<file path="src/rtl/pulse_id_keeper.sv">
// pulse_id_keeper
//   Owns the 64-bit pulse-ID counter. After reset it reads the last stored
//   value back from the MRAM store, adds BOOT_SKIP and resumes from there.
//   Every accepted tick/load marks the counter dirty, and the latest value
//   is written back to MRAM so an ID is never reissued after a reboot.
//
// Ports
//   clk                     in   1   system clock
//   reset                   in   1   synchronous, active-high
//   tick                    in   1   100 Hz strobe, one clk wide
//   load                    in   1   overwrite counter with load_value
//   load_value              in   64  value for load
//   pulse_id                out  64  current pulse-ID
//   pulse_id_valid          out  1   restore from MRAM has completed
//   overrun                 out  1   sticky: tick/load while a write was still pending
//   mram_start              out  1   MRAM operation start
//   mram_write              out  1   MRAM direction (1=write, 0=read)
//   mram_ready              in   1   MRAM idle
//   mram_pulse_id_to_write  out  64  MRAM write data, stable for the whole write
//   mram_pulse_id_read      in   64  MRAM read data, valid when ready returns
module pulse_id_keeper #(
    parameter logic [63:0] BOOT_SKIP    = 64'd1,
    parameter logic [63:0] ERASED_VALUE = '1
) (
    input  logic        clk,
    input  logic        reset,
    input  logic        tick,
    input  logic        load,
    input  logic [63:0] load_value,
    output logic [63:0] pulse_id,
    output logic        pulse_id_valid,
    output logic        overrun,
    output logic        mram_start,
    output logic        mram_write,
    input  logic        mram_ready,
    output logic [63:0] mram_pulse_id_to_write,
    input  logic [63:0] mram_pulse_id_read
);

    typedef enum logic [2:0] {
        BOOT_WAIT,
        RD_ISSUE,
        RD_BUSY,
        RD_DONE,
        IDLE,
        WR_ISSUE,
        WR_BUSY,
        WR_DONE
    } state_t;

    state_t      state_q;
    logic [63:0] pulse_id_q;
    logic [63:0] wr_data_q;
    logic        valid_q;
    logic        overrun_q;
    logic        pending_q;

    logic        upd;
    logic [63:0] pulse_id_d;
    logic [63:0] restore_base;
    logic [63:0] restore_d;

    // Counter updates are only accepted once the restored value is in place;
    // load takes precedence over a simultaneous tick.
    always_comb begin
        upd        = valid_q && (tick || load);
        pulse_id_d = pulse_id_q;
        if (upd) begin
            pulse_id_d = load ? load_value : (pulse_id_q + 64'd1);
        end
    end

    // A blank MRAM restores as if it had held zero.
    always_comb begin
        restore_base = (mram_pulse_id_read == ERASED_VALUE) ? 64'd0 : mram_pulse_id_read;
        restore_d    = restore_base + BOOT_SKIP;
    end

    always_ff @(posedge clk) begin
        if (reset) begin
            state_q    <= BOOT_WAIT;
            pulse_id_q <= 64'd0;
            wr_data_q  <= 64'd0;
            valid_q    <= 1'b0;
            overrun_q  <= 1'b0;
            pending_q  <= 1'b0;
        end else begin
            if (upd) begin
                pulse_id_q <= pulse_id_d;
                pending_q  <= 1'b1;
                if (pending_q) begin
                    overrun_q <= 1'b1;
                end
            end

            case (state_q)
                BOOT_WAIT: if (mram_ready)  state_q <= RD_ISSUE;
                RD_ISSUE:  if (mram_ready)  state_q <= RD_BUSY;
                RD_BUSY:   if (!mram_ready) state_q <= RD_DONE;
                RD_DONE: begin
                    if (mram_ready) begin
                        // Restored value is immediately queued for write-back.
                        pulse_id_q <= restore_d;
                        valid_q    <= 1'b1;
                        pending_q  <= 1'b1;
                        state_q    <= IDLE;
                    end
                end
                IDLE: begin
                    if (pending_q) begin
                        wr_data_q <= pulse_id_q;
                        state_q   <= WR_ISSUE;
                        // An update landing on this same edge keeps the
                        // request alive so the newer value follows.
                        if (!upd) begin
                            pending_q <= 1'b0;
                        end
                    end
                end
                WR_ISSUE:  if (mram_ready)  state_q <= WR_BUSY;
                WR_BUSY:   if (!mram_ready) state_q <= WR_DONE;
                WR_DONE:   if (mram_ready)  state_q <= IDLE;
                default:   state_q <= BOOT_WAIT;
            endcase
        end
    end

    // start is held only while the store reports idle in an ISSUE state.
    assign mram_start = mram_ready && ((state_q == RD_ISSUE) || (state_q == WR_ISSUE));
    assign mram_write = mram_ready && (state_q == WR_ISSUE);

    assign pulse_id               = pulse_id_q;
    assign pulse_id_valid         = valid_q;
    assign overrun                = overrun_q;
    assign mram_pulse_id_to_write = wr_data_q;

endmodule

</file>
<file path="config.mk">
export PLATFORM = sky130hd
export DESIGN_NAME = pulse_id_keeper
export DESIGN_NICKNAME = d
export VERILOG_FILES = /design/src/rtl/pulse_id_keeper.sv
export SDC_FILE = /design/constraint.sdc
export NUM_CORES = 1
export LEC_CHECK = 0
export ABC_AREA = 1
export CAP_MARGIN = 0
export CORE_MARGIN = 5
export CORE_UTILIZATION = 45
export CTS_CLUSTER_DIAMETER = 80
export DETAILED_ROUTE_END_ITERATION = 6
export GPL_TIMING_DRIVEN = 0
export HOLD_SLACK_MARGIN = 0.15
export PLACE_DENSITY = 0.84
export SLEW_MARGIN = 10
export SYNTH_ARGS = -nofsm -noshare
export SYNTH_HDL_FRONTEND = slang
export SYNTH_SLANG_ARGS = --single-unit
</file>
<file path="constraint.sdc">
create_clock -name clk -period 3.45 [get_ports clk]
set_clock_uncertainty 0.2 [all_clocks]
set_input_delay 1.035 -clock clk [delete_from_list [all_inputs] [get_ports clk]]
set_output_delay 1.035 -clock clk [all_outputs]
set_load 0.02 [all_outputs]
</file>
==> results of run 1 <==
## cells by family after synthesis
family	after synthesis	share of synthesized area
compound gates	333	0.1581
xor+xnor	33	0.02549
fa+ha+maj	2	0.002206
buf+inv	327	0.1120
flops	134	0.2366
simple gates	1231	0.4656
## synth_stat cells (9+ instances only)
cell type,count,share of area
a21oi_1,182,0.080
nor2_2,11,0.0061
o211ai_1,28,0.019
o21ai_0,98,0.043
nand3_1,192,0.085
nand3b_1,15,0.0099
nor2_1,367,0.12
inv_1,236,0.078
xor2_1,24,0.019
buf_1,11,0.0036
clkbuf_1,65,0.022
nand4_1,40,0.022
nor3_1,67,0.030
dfxtp_1,134,0.24
xnor2_1,9,0.0070
nand2_1,503,0.17
## worst max-delay path by stage
stage	from	endpoint	slack [ns]	cells past startpoint
6_report	mram_ready	mram_write	0.03	4
5_1_grt	mram_pulse_id_read[53]	pulse_id[60]	-0.06	19
4_1_cts	mram_pulse_id_read[0]	pulse_id[25]	0.0008	19
3_5_place_dp	mram_pulse_id_read[37]	pulse_id[28]	-1.76	23
3_3_place_gp	mram_pulse_id_read[37]	pulse_id[28]	-1.70	23
2_1_floorplan	mram_pulse_id_read[22]	pulse_id[38]	0.06	21
## through the flow
step	power [W]	utilization	worst slack, ns	instances	TNS (ns)
after global routing	0.004731	0.6300	-0.06143	2731	-0.1008
after detailed placement	0.002720	0.5759	-1.760	2652	-61.21
after CTS	0.004532	0.6168	0.0008302	2716	0
final	0.004615	0.6300	0.03352	2731	0
after floorplan	0.002200	-	0.06465	2060	0
after global placement	0.002706	0.5759	-1.699	2652	-59.12
## power groups by stage
stage          logic (W)  clock network [W]  registers, W
2_1_floorplan   0.000434                  0       0.00177
3_3_place_gp    0.000949                  0       0.00176
5_1_grt          0.00109            0.00190       0.00174
3_5_place_dp    0.000961                  0       0.00176
4_1_cts         0.000971            0.00184       0.00172
6_report         0.00102            0.00186       0.00174
## area by class of cell
class / instances / area share
inverter: 240 / 0.05744
clock buffer: 17 / 0.02705
tap: 330 / 0.02625
multi-input combinational: 1600 / 0.4997
timing repair buffer: 308 / 0.1831
buffer: 87 / 0.02593
sequential: 134 / 0.1706
clock inverter: 15 / 0.01002
## state kept, by name (all words and copies together) (netlist names)
signal,count
pending_q,1
mram_pulse_id_to_write,64
overrun,1
pulse_id_valid,1
state_q,3
pulse_id,64
## worst max-delay path, stage by stage
cell	delay [ns]
clkdlybuf4s50_1	0.53
inv_1	0.10
nor3_1	0.16
dlygate4sd2_1	0.36
## routing by layer
| layer | track usage | part of all wire | wire [um] | vias to the layer above |
|---|---|---|---|---|
| met5 | 0 | 0 | 0 | - |
| li1 | - | - | - | 7347 |
| met4 | 0.2798 | 0.080 | 4911 | 0 |
| met2 | 0.6842 | 0.45 | 27860 | 1141 |
| met1 | 0.4899 | 0.37 | 22490 | 7234 |
| met3 | 0.06632 | 0.10 | 6286 | 264 |
## timing repair
action,4_1_cts,5_1_grt
resized for setup,145,102
buffers inserted,32,14
setup endpoints to repair,61,50
hold buffers,0,0
pin swaps,29,38
gates cloned,0,1
endpoints found under the hold margin,0,0
==> results.yml, run 1 <==
status:
  status: "finished clean"
yosys:
  syn_area_per_cell_um2: 5.505
  synth_edf_count: 0
  synth_top_flop_cell: "dfxtp_1"
  ys_types: 43
  ys_ff_latch: 134
  yosys_warnings: 0
  syn-num-nets: 2195
  synthCells: 2060
  seq_area_frac_synth: 0.2366
  netlist_area_mm2: 0.01134
  async_flop_share: 0
cts:
  clock_sink_count: 134
  htreeDepth: 4
  clk_pin_slew_ns: 0.06
  clock_latency_ns: 0.44
  cts_buffer_depth: 2
  numCtsBuffers: 17
  root_buffer: "clkbuf_16"
  tritoncts: "done"
placed_design:
  io_buffers: 262
  hpwl_um: 49540
  placedInstanceArea_mm2: 0.01438
  gp_congestion: 1.067
run:
  maxCapViolCount: 0
final_layout:
  multiInputGateArea_mm2: 0.007859
  final_cell_mix: "nand2_1 (480), nor2_1 (324), inv_1 (233)"
  fin_nets: 2523
  postLayoutCellArea_mm2: 0.01573
  area_growth_pct: 38.70
  regArea_mm2: 0.002683
  drive_above_1_share: 0.09913
  antenna_cells: 0
  fill_cells: 2486
  layout.cells.most_common: "nand2_1"
timing:
  fin_crit_sh: 0.9903
  setup_viol: 0
  hold_slack_ns: 0.2623
  hold_violations: 0
  fin_crit_ns: 3.416
  rsz0062_at_grt: "true"
  fmax_mhz: 292.7
  slew_violations: 0
  tightestPinTransition_ns: 1.249
  maxSlewHeadroom: 0.1610
power_and_ir_drop:
  p_int_w: 0.003017
  max-vdd-ir-drop_mv: 0.3009
  switching_share: 0.3463
  power.density_mw_per_mm2: 293.4
  p_leak_nw: 6.069
  clkPwrFrac: 0.402
  power.switching_w: 0.001598
  comb_power_share: 0.222
  seqPwrFrac: 0.376
critical_path:
  timing.rr.start: "pulse_id[0]"
  r2r_cells: 16
  cp.arrival_ns: 2.18
  crit_type: "in -> out"
  endpoint_kind: "output port"
  reg2reg_to: "pulse_id[48]"
  r2r_setup_slack_ns: 0.22
  path_max_fanout: 4
  worstPathRequired_ns: 2.21
  critPathLaunchType: "input pin"
floorplanning:
  rows: 58
  start_util: 0.4542
  coreArea_mm2: 0.02496
  ios: 265
  die_area_mm2: 0.02847
  die_h_um: 168.7
  fp.dieW_um: 168.7
worst_hold_path:
  hp-class: "reg -> reg"
  holdPathEnd: "mram_pulse_id_to_write[36]"
  hold_path_depth: 2
  hp-start: "mram_pulse_id_to_write[36]"
route:
  detailedRoute.firstPassIterationCount: 6
  via_per_inst: 5.854
  drc: 0
  first_iter_violations: 2005
  vias: 15990
  post_drt_wl_per_cell_um: 22.53
  drt_wl_total_um: 61540
  drtAntennaViolNets: 0
grt:
  grt_pass1_vias: 15550
  antenna_found_initial: 0
  grt_use_total: 0.4127
  grt_pass1_wl_um: 89980
  overflow: 0
  grt_max_degree: 17
(Power assumes the default switching activity.)
==> run 2, diff against run 1 <==
--- a/config.mk
+++ b/config.mk
@@ -11,7 +11,7 @@
 export CORE_UTILIZATION = 45
 export CTS_CLUSTER_DIAMETER = 80
 export DETAILED_ROUTE_END_ITERATION = 6
-export GPL_TIMING_DRIVEN = 0
+export GPL_TIMING_DRIVEN = 1
 export HOLD_SLACK_MARGIN = 0.15
 export PLACE_DENSITY = 0.84
 export SLEW_MARGIN = 10
==> results.yml, run 2 (synthesis results as in run 1) <==
status:
  status: "finished clean"
critical_path:
  slowest_delay_ns: 0.43
  cp.arrival_ns: 3.58
  crit_type: "in -> reg"
  reg2reg_to: "pulse_id[49]"
  endpoint_kind: "flop"
  cp_cell_sequence: "clkdlybuf4s50_1 > nand2_1 > nor2_1 > nand2_1 > nor2_2 > nand2_2 > nor2_4 > nor2_4 > buf_4 > nand3_2 > nor2_4 > nand2_2 > buf_4 > nor3_4 > nand3_1 > nand3_1 > nand2_1 > inv_1"
  r2r_setup_slack_ns: 0.34
  r2r_cells: 12
  worstPathRequired_ns: 3.63
  slowest_stage: "clkdlybuf4s50_1"
  critPathLaunchType: "input pin"
  timing.rr.start: "pulse_id[3]"
  path_depth: 18
  path_max_fanout: 7
  critical-path-top-delay-family: "simple AND/OR/NAND/NOR gates"
  crit_buf_inv: 4
final_layout:
  drive_above_1_share: 0.1731
  antenna_cells: 0
  final_cell_mix: "nand2_1 (484), nor2_1 (310), buf_4 (242)"
  fin_nets: 2647
  utilization: 0.6890
  layout.cells.most_common: "nand2_1"
  area_growth_pct: 51.68
floorplanning:
  coreArea_mm2: 0.02496
  die_area_mm2: 0.02847
  start_util: 0.4542
  die_h_um: 168.7
  fp.dieW_um: 168.7
  rows: 58
  ios: 265
route:
  vias: 16230
  drc: 0
  drtAntennaViolNets: 0
  drt_wl_total_um: 56730
  via_per_inst: 5.684
  post_drt_wl_per_cell_um: 19.87
  first_iter_violations: 2320
  detailedRoute.firstPassIterationCount: 6
placed_design:
  dp_worst_setup_slack_ns: -0.6484
  hpwl_um: 44670
  gp_congestion: 1.068
  io_buffers: 264
grt:
  grt_pass1_wl_um: 84800
  grt_use_total: 0.3763
  grt_max_degree: 108
  overflow: 0
  antenna_found_initial: 2
  grt_pass1_vias: 15320
timing:
  fmax_mhz: 294.1
  fin_crit_ns: 3.400
  slew_violations: 0
  fin_crit_sh: 0.9856
  hold_violations: 0
  setup_viol: 0
  maxSlewHeadroom: 0.1915
  rsz0062_at_grt: "true"
  tightestPinTransition_ns: 1.213
  hold_slack_ns: 0.2635
  worst_slack_ns: 0.04978
  finalSetupTns_ns: 0
cts:
  clock_latency_ns: 0.43
  clk_pin_slew_ns: 0.07
  tritoncts: "done"
  clock_sink_count: 134
  hold_buffers: 0
  cts_buffer_depth: 2
  root_buffer: "clkbuf_16"
  htreeDepth: 4
  numCtsBuffers: 17
power_and_ir_drop:
  p_leak_nw: 7.077
  power_w: 0.004769
  max-vdd-ir-drop_mv: 0.3277
  power.density_mw_per_mm2: 277.2
run:
  maxCapViolCount: 0
worst_hold_path:
  holdPathEnd: "mram_pulse_id_to_write[10]"
  hp-start: "mram_pulse_id_to_write[10]"
  hp-class: "reg -> reg"
  hold_path_depth: 2
-- run 2: cell types whose count changed in the layout (fill, tap and decap cells not counted), sizes merged, moves of 7 or more --
| cell | previous run | this run |
|---|---|---|
| dlymetal6s2s | 1 | 20 |
| clkdlybuf4s50 | 196 | 241 |
| clkbuf | 93 | 18 |
| dlygate4sd2 | 46 | 2 |
| clkdlybuf4s15 | 7 | 0 |
| buf | 69 | 257 |
-- run 2: worst reg2reg max path: stages, from the launching register on --
cell and delay, ns:
dfxtp_1 0.46, nand2_1 0.24, nor3_2 0.47, nand2_1 0.10, nor2_1 0.20, nand4_1 0.32, nor2_1 0.31, nand2_1 0.19
xnor2_1 0.16, o21bai_1 0.16, a21oi_1 0.09, nand2_1 0.08, inv_1 0.03
-- run 2: how the worst max path moves through the flow --
stage | endpoint | from | slack [ns]
2_1_floorplan | pulse_id[38] | mram_pulse_id_read[22] | 0.06
3_3_place_gp | pulse_id[55] | mram_pulse_id_read[58] | -0.59
3_5_place_dp | pulse_id[28] | mram_pulse_id_read[60] | -0.65
4_1_cts | pulse_id[45] | mram_pulse_id_read[54] | 0.005
5_1_grt | pulse_id[38] | mram_pulse_id_read[58] | -0.07
6_report | pulse_id[47] | mram_pulse_id_read[58] | 0.05
-- run 2: layer usage --
layer	global-route usage	vias up	wire length (um)
met1	0.4821	7338	22100
met3	0.04694	203	5618
met2	0.6219	1077	25730
met4	0.1930	4	3263
li1	-	7605	-
met5	0	-	22
-- run 2: repair_timing --
action                                  in CTS  in global routing
gates cloned                                 0                  1
buffers inserted                             5                  5
gates resized for setup                     21                138
endpoints found under the setup margin      36                 50
pin swaps                                    4                 25
-- run 2: final cells by class --
class                      count  area [um2]
timing repair buffer         520        4763
sequential                   134        2684
fill                        2245        7764
inverter                     240       905.9
clock inverter                14       162.7
multi-input combinational   1599        7833
clock buffer                  18       439.2
tap                          330       412.9
-- run 2: power by group --
group	leakage (nW)	internal (W)	switching (W)	total [W]
clock	0.295	0.00110	0.000792	0.00190
sequential	1.08	0.00160	0.000123	0.00173
combinational	5.70	0.000520	0.000626	0.00115
-- run 2: metrics by stage --
stage	cell area, um2	instances
3_3_place_gp	16010	2812
2_1_floorplan	11340	2060
6_report	17200	2855
5_1_grt	17200	2855
4_1_cts	16720	2849
3_5_place_dp	16010	2812
